[src/rtl/uart_rom_loader_pkg.sv]
// Shared definitions for the UART boot loader.
//   UART_DATA_BITS  : data bits per UART frame (8N1)
//   BYTES_PER_WORD  : bytes assembled into one 32-bit ROM word
//   loader_state_t  : loader FSM states
//   rx_state_t      : byte receiver FSM states
package uart_rom_loader_pkg;

    localparam int UART_DATA_BITS = 8;
    localparam int BYTES_PER_WORD = 4;

    typedef enum logic [1:0] {
        S_LEN0,
        S_LEN1,
        S_DATA,
        S_DONE
    } loader_state_t;

    typedef enum logic [1:0] {
        RX_IDLE,
        RX_START,
        RX_DATA,
        RX_STOP
    } rx_state_t;

endpackage

[src/rtl/uart_rx_byte.sv]
// UART 8N1 byte receiver with a 2-flop input synchronizer.
// Ports:
//   i_clk       system clock, rising edge
//   i_rst_n     asynchronous active-low reset
//   i_uart_rx   serial input, idle high, LSB first
//   o_rx_valid  one-cycle pulse, cycle after a good stop bit
//   o_rx_byte   received byte, valid with o_rx_valid
//   o_rx_err    one-cycle pulse on a bad (low) stop bit
//   o_rx_fs     one-cycle pulse on a false start
module uart_rx_byte #(
    parameter int WAIT = 8
) (
    input  logic       i_clk,
    input  logic       i_rst_n,
    input  logic       i_uart_rx,
    output logic       o_rx_valid,
    output logic [7:0] o_rx_byte,
    output logic       o_rx_err,
    output logic       o_rx_fs
);
    import uart_rom_loader_pkg::*;

    localparam int              CNT_W    = $clog2(WAIT + 1);
    localparam logic [CNT_W-1:0] HALF    = CNT_W'(WAIT / 2);
    localparam logic [CNT_W-1:0] FULL    = CNT_W'(WAIT);
    localparam logic [CNT_W-1:0] ONE     = CNT_W'(1);
    localparam logic [2:0]       LAST_BIT = 3'(UART_DATA_BITS - 1);

    logic [1:0]       r_sync;
    logic             w_rxs;
    rx_state_t        r_state;
    rx_state_t        w_next;
    logic [CNT_W-1:0] r_cnt;
    logic [2:0]       r_bit;
    logic [7:0]       r_shift;
    logic             r_valid;
    logic [7:0]       r_byte;
    logic             r_err;
    logic             r_fs;
    logic             w_hit_half;
    logic             w_hit_bit;

    assign w_rxs      = r_sync[1];
    assign w_hit_half = (r_cnt == HALF);
    assign w_hit_bit  = (r_cnt == FULL);
    assign o_rx_valid = r_valid;
    assign o_rx_byte  = r_byte;
    assign o_rx_err   = r_err;
    assign o_rx_fs    = r_fs;

    // Synchronizer presets to idle-high so reset never looks like a start bit.
    always_ff @(posedge i_clk or negedge i_rst_n) begin
        if (!i_rst_n) r_sync <= 2'b11;
        else          r_sync <= {r_sync[0], i_uart_rx};
    end

    always_ff @(posedge i_clk or negedge i_rst_n) begin
        if (!i_rst_n) r_state <= RX_IDLE;
        else          r_state <= w_next;
    end

    always_comb begin
        w_next = r_state;
        case (r_state)
            RX_IDLE:  if (!w_rxs) w_next = RX_START;
            RX_START: if (w_hit_half) w_next = w_rxs ? RX_IDLE : RX_DATA;
            RX_DATA:  if (w_hit_bit && (r_bit == LAST_BIT)) w_next = RX_STOP;
            RX_STOP:  if (w_hit_bit) w_next = RX_IDLE;
            default:  w_next = RX_IDLE;
        endcase
    end

    // r_cnt equals the number of cycles elapsed since the last reference
    // point (t0, then each sample), so every sample lands on r_cnt == target.
    always_ff @(posedge i_clk or negedge i_rst_n) begin
        if (!i_rst_n) begin
            r_cnt   <= '0;
            r_bit   <= '0;
            r_shift <= '0;
            r_valid <= 1'b0;
            r_byte  <= '0;
            r_err   <= 1'b0;
            r_fs    <= 1'b0;
        end else begin
            r_valid <= 1'b0;
            r_err   <= 1'b0;
            r_fs    <= 1'b0;
            case (r_state)
                RX_IDLE: r_cnt <= ONE;
                RX_START: begin
                    if (w_hit_half) begin
                        r_cnt <= ONE;
                        r_bit <= '0;
                        r_fs  <= w_rxs;
                    end else begin
                        r_cnt <= r_cnt + ONE;
                    end
                end
                RX_DATA: begin
                    if (w_hit_bit) begin
                        r_cnt   <= ONE;
                        r_shift <= {w_rxs, r_shift[7:1]};
                        r_bit   <= r_bit + 3'd1;
                    end else begin
                        r_cnt <= r_cnt + ONE;
                    end
                end
                RX_STOP: begin
                    if (w_hit_bit) begin
                        r_valid <= w_rxs;
                        r_err   <= ~w_rxs;
                        if (w_rxs) r_byte <= r_shift;
                    end else begin
                        r_cnt <= r_cnt + ONE;
                    end
                end
                default: r_cnt <= ONE;
            endcase
        end
    end

endmodule

[src/rtl/uart_rom_loader.sv]
// Boot loader: receives a length-prefixed program over UART and writes it
// word-by-word (little-endian) into the CPU instruction ROM, holding the CPU
// until the image is complete.
// Ports:
//   clk        system clock, rising edge
//   reset      asynchronous active-low reset
//   uart_rx    serial input, idle high, 8N1, LSB first
//   rom_we     one-cycle ROM write strobe
//   rom_addr   ROM word index for the write
//   rom_wdata  ROM write data
//   cpu_hold   high while the image is incomplete
//   load_done  one-cycle pulse when the image is complete
//   frame_err  sticky framing / false-start flag
module uart_rom_loader #(
    parameter int WAIT   = 8,
    parameter int DEPTH  = 16,
    parameter int ADDR_W = 4
) (
    input  logic              clk,
    input  logic              reset,
    input  logic              uart_rx,
    output logic              rom_we,
    output logic [ADDR_W-1:0] rom_addr,
    output logic [31:0]       rom_wdata,
    output logic              cpu_hold,
    output logic              load_done,
    output logic              frame_err
);
    import uart_rom_loader_pkg::*;

    localparam logic [15:0] DEPTH16   = 16'(DEPTH);
    localparam logic [1:0]  LAST_BYTE = 2'(BYTES_PER_WORD - 1);

    logic          w_rx_valid;
    logic [7:0]    w_rx_byte;
    logic          w_rx_err;
    logic          w_rx_fs;
    logic          w_err_evt;
    loader_state_t r_state;
    loader_state_t w_next;
    logic [15:0]   r_len;
    logic [15:0]   r_wcnt;
    logic [1:0]    r_bidx;
    logic [31:0]   r_asm;
    logic          r_last;
    logic          r_we;
    logic [ADDR_W-1:0] r_addr;
    logic [31:0]   r_wdata;
    logic          r_done;
    logic          r_ferr;

    uart_rx_byte #(.WAIT(WAIT)) u_rx (
        .i_clk      (clk),
        .i_rst_n    (reset),
        .i_uart_rx  (uart_rx),
        .o_rx_valid (w_rx_valid),
        .o_rx_byte  (w_rx_byte),
        .o_rx_err   (w_rx_err),
        .o_rx_fs    (w_rx_fs)
    );

    // A bad stop bit aborts the load unless the image is already complete.
    assign w_err_evt = w_rx_err && (r_state != S_DONE);

    assign rom_we    = r_we;
    assign rom_addr  = r_addr;
    assign rom_wdata = r_wdata;
    assign cpu_hold  = (r_state != S_DONE);
    assign load_done = r_done;
    assign frame_err = r_ferr;

    always_ff @(posedge clk or negedge reset) begin
        if (!reset) r_state <= S_LEN0;
        else        r_state <= w_next;
    end

    always_comb begin
        w_next = r_state;
        if (w_err_evt) begin
            w_next = S_LEN0;
        end else begin
            case (r_state)
                S_LEN0: if (w_rx_valid) w_next = S_LEN1;
                S_LEN1: if (w_rx_valid)
                            w_next = ({w_rx_byte, r_len[7:0]} == 16'd0) ? S_DONE : S_DATA;
                // r_last is set with the final write, so DONE follows that write.
                S_DATA: if (r_last) w_next = S_DONE;
                S_DONE: w_next = S_DONE;
                default: w_next = S_LEN0;
            endcase
        end
    end

    always_ff @(posedge clk or negedge reset) begin
        if (!reset) begin
            r_len   <= '0;
            r_wcnt  <= '0;
            r_bidx  <= '0;
            r_asm   <= '0;
            r_last  <= 1'b0;
            r_we    <= 1'b0;
            r_addr  <= '0;
            r_wdata <= '0;
            r_done  <= 1'b0;
            r_ferr  <= 1'b0;
        end else begin
            r_we   <= 1'b0;
            r_last <= 1'b0;
            r_done <= (r_state != S_DONE) && (w_next == S_DONE);
            if (w_rx_err || w_rx_fs) r_ferr <= 1'b1;

            if (w_err_evt) begin
                r_wcnt <= '0;
                r_bidx <= '0;
            end else if (w_rx_valid) begin
                case (r_state)
                    S_LEN0: r_len[7:0] <= w_rx_byte;
                    S_LEN1: begin
                        r_len[15:8] <= w_rx_byte;
                        r_wcnt      <= '0;
                        r_bidx      <= '0;
                    end
                    S_DATA: begin
                        r_asm  <= {w_rx_byte, r_asm[31:8]};
                        r_bidx <= r_bidx + 2'd1;
                        if (r_bidx == LAST_BYTE) begin
                            // Words beyond the ROM are consumed but not written.
                            if (r_wcnt < DEPTH16) begin
                                r_we    <= 1'b1;
                                r_addr  <= r_wcnt[ADDR_W-1:0];
                                r_wdata <= {w_rx_byte, r_asm[31:8]};
                            end
                            r_wcnt <= r_wcnt + 16'd1;
                            r_last <= ((r_wcnt + 16'd1) == r_len);
                        end
                    end
                    default: ;
                endcase
            end
        end
    end

endmodule
[config.mk]
export PLATFORM = sky130hd
export DESIGN_NAME = uart_rom_loader
export DESIGN_NICKNAME = d
export VERILOG_FILES = /design/src/rtl/uart_rom_loader_pkg.sv /design/src/rtl/uart_rx_byte.sv /design/src/rtl/uart_rom_loader.sv
export SDC_FILE = /design/constraint.sdc
export NUM_CORES = 1
export LEC_CHECK = 0
export CORE_MARGIN = 5
export CORE_UTILIZATION = 38
export CTS_CLUSTER_SIZE = 30
export DETAILED_ROUTE_END_ITERATION = 8
export SYNTH_ARGS = -nofsm -noshare
export SYNTH_HDL_FRONTEND = slang
export SYNTH_SLANG_ARGS = --single-unit
[constraint.sdc]
create_clock -name clk -period 2.32 [get_ports clk]
set_input_delay 0.348 -clock clk [delete_from_list [all_inputs] [get_ports clk]]
set_output_delay 0.348 -clock clk [all_outputs]
set_load 0.01 [all_outputs]
==> impl_results.md <==
- Status: finished clean
- Total Power: 5.28 mW
- Initial Utilization: 39.1%
- Sequential-to-total area share from yosys stat: 56.8%
- R2R Setup Slk: 0.16 ns
- Post-synth top area share: 55.9%
- Post-DP Area: approximately 6400 sq um
- Syn avg cell area: roughly 12 sq um
- Design area: 6970 sq um
- TritonCTS clock tree: built
- CTS root buf: clkbuf_16
- MaxCap Viol Count: 0
- IO Count: 43
- IR drop worst, VDD: 0.454 mV
- Power Density: 757 nW/um^2
- Vias in the first global route: 3,786
- Combinational Power Share: 7.1%
- TritonCTS Buffers: 17
- Core area: 14,600 sq um
- Layout cells sized above 1: 26.7%
- Top cells by count, synth: 128 x dfrtp_1, 86 x mux2_2, 60 x nand2_1
- First-pass GRT wire length: 19.7 mm
- Max transition margin: between 60% and 70%
- Overall die area: 17,600 sq um
- Later-pin clock latency in the skew report: 0.42 ns
- Tmin final: 2.16 ns
- DRC violations left: 0
- Fin crit share: 93.1%
- Clk pwr share: between 40% and 50%
- Routed len/inst: 16.0 microns
- Post-CTS setup buffers: 0
- Die height: 133 microns
- Fin. max-slew vios: 0
- Cells after Synth: approximately 470
- # nets final: about 540
- CTS sink cnt: 130
- Vias post-DR: 3,731
- RSZ-0062 raised after global routing: false
- Post-Syn Area: ~5700 sq um
- Leading area contributor after synthesis: dfrtp_1
- Async SR Flop Fraction: 100%
- Final hold viol count: 0
- Post-synth EDFFs: 0
- Setup TNS: 0 ns
- Syn. warnings: 0
- Vias per cell: 5.15
- Synth cell types: 50
- Pin count of the biggest net entering global routing: 58
- Int Pwr: 3.98 mW
- Setup ws final: around 0.16 ns
- Row cnt: 44
- Max Clock Freq: 0.463 GHz
- Flop pwr share: 46.7%
- Reg clk slew, reported paths: 0.06 ns
- Ant diodes: 0
- DP Worst Slack: 0.130 ns
- NetSw: approximately 1.3 mW
- Worst EP required: 2.64 ns
- Worst setup SP type: flip-flop
- First DRT Iteration DRCs: between 200 and 300
- Clock Path Buffers: 2
- All-Layer GR Usage: 13.9%
- 1st-pass router iterations: 5
- Worst-Margin Slew: 0.501 ns
- Worst EP arrival: ~2.5 ns
- Setup Skew: 0.00826 ns
- Overflow left after global routing: 0
- LEAKAGE: about 3.3 nW
- Antenna violations before repair: 0
- Synth top area cells: dfrtp_1 56%, mux2_2 17%, nand2_1 3.9%, xnor2_1 2.6%, o21ai_0 2.0%
- Final count of negative-setup-slack endpoints: 0
- Worst-path fanout max: 9
- RePlAce Congestion: 0.896
- Net Sw Frac: between 20% and 30%
- Dpl hpwl: about 8.0 mm
- Yosys reg bits: 130
- I/O Buffers: 42
- Routed WL: 11.6 mm
- Die width: between 100 and 150 microns
- Setup crit end kind: flip-flop
- Post-synth net total: 483
- WS Path Type: reg -> reg
- ANT nets after route: 0
- Most common cell in the netlist: dfrtp_1
- HP Class: in -> reg
- H-tree depth: 4
- Area delta synth->final: 21.7%
- Ys flop type: dfrtp_1
## final timing paths
kind | startpoint | cells past startpoint | end
setup reg to reg | r_wcnt[5] | 7 | r_last
hold / removal | uart_rx | 1 | u_rx.r_sync[0]
hold reg to reg | u_rx.r_sync[0] | 0 | u_rx.r_sync[1]
setup / recovery | r_wcnt[5] | 7 | r_last
min in group asynchronous | reset | 2 | r_len[14]
max in group asynchronous | reset | 3 | u_rx.r_sync[0]
## flip-flops by register name, summed over array words and instances, names as in the netlist, 3 cells and up, named ones only
register,flops
rom_addr,4
r_len,16
r_asm,24
u_rx.r_cnt,4
rom_wdata,32
u_rx.o_rx_byte,8
u_rx.r_bit,3
u_rx.r_shift,8
r_wcnt,16
## power groups by stage
stage | registers, mW | logic, mW | clock network [mW]
floorplan | 2.46 | 0.282 | 0
global placement | 2.49 | 0.365 | 0
detailed placement | 2.50 | 0.385 | 0
CTS | 2.46 | 0.386 | 2.50
global route | 2.48 | 0.438 | 2.61
finish | 2.47 | 0.377 | 2.44
## cell usage in the layout, fill, tap and decap left out, types with 5 or more instances in the layout
master | netlist | final
buf_4 | 5 | 15
clkbuf_16 | 0 | 17
and3_1 | 8 | 8
ha_1 | 6 | 6
o31ai_1 | 6 | 6
nor3_1 | 5 | 5
a31oi_1 | 5 | 5
a21oi_1 | 6 | 6
xnor2_1 | 17 | 17
nor4_1 | 7 | 7
xor2_1 | 6 | 6
inv_1 | 10 | 10
nor2_1 | 17 | 17
a22o_1 | 7 | 7
clkdlybuf4s50_1 | 0 | 41
dfrtp_1 | 128 | 128
o21ai_0 | 23 | 23
nand2_1 | 60 | 60
mux2_2 | 86 | 86
nand3_1 | 11 | 11
## worst max-delay path: stages (launching register included)
cell and delay (ns):
dfrtp_1 0.51, nand2_2 0.15, or3_4 0.44, nor4_1 0.34, buf_4 0.20, xnor2_1 0.11
nand2_1 0.08, nor4_2 0.23
## metal layers
metal | track usage, % | share of wire, % | wire, microns
met5 | 0 | 0 | 0
met4 | 4.73 | 1.5 | 176
met1 | 17.9 | 47 | 5430
met3 | 4.25 | 3.4 | 399
met2 | 22.3 | 48 | 5580
## cell type report
| class | count | area, sq um |
|---|---|---|
| Sequential cell | 130 | 3260 |
| Tap cell | 184 | 230 |
| Timing Repair Buffer | 59 | 573 |
| Clock inverter | 11 | 81.3 |
| Multi-Input combinational cell | 309 | 2320 |
| Fill cell | 1351 | 7670 |
| Clock buffer | 20 | 467 |
| Inverter | 11 | 41.3 |
## through the flow
stage	hold WS, ns	instances	utilization [%]
after global routing	0.316	724	47.6
after CTS	0.322	724	47.5
final	0.336	724	47.6
after floorplan	0.0524	474	-
after global placement	0.275	692	43.7
after detailed placement	0.281	692	43.7
## timing repair
item | CTS | global route
hold buffers | 1 | 0
hold endpoints to repair | 19 | 0
setup endpoints to repair | 0 | 1
resized for setup | 0 | 2
## cell families (layout without fill, tap and decap cells)
group                    after synthesis  count (layout)  synth area share (%)
AO/OA/AOI/OAI                         63              63                  7.36
XOR/XNOR                              23              23                  3.52
adder cells (fa/ha/maj)                6               6                  1.31
buffers and inverters                 35             101                  2.79
flip-flops                           130             130                  56.8
multiplexers                          86              86                  16.9
AND/OR/NAND/NOR                      131             131                  11.3
Note: power is estimated with default switching activity, not from simulation.
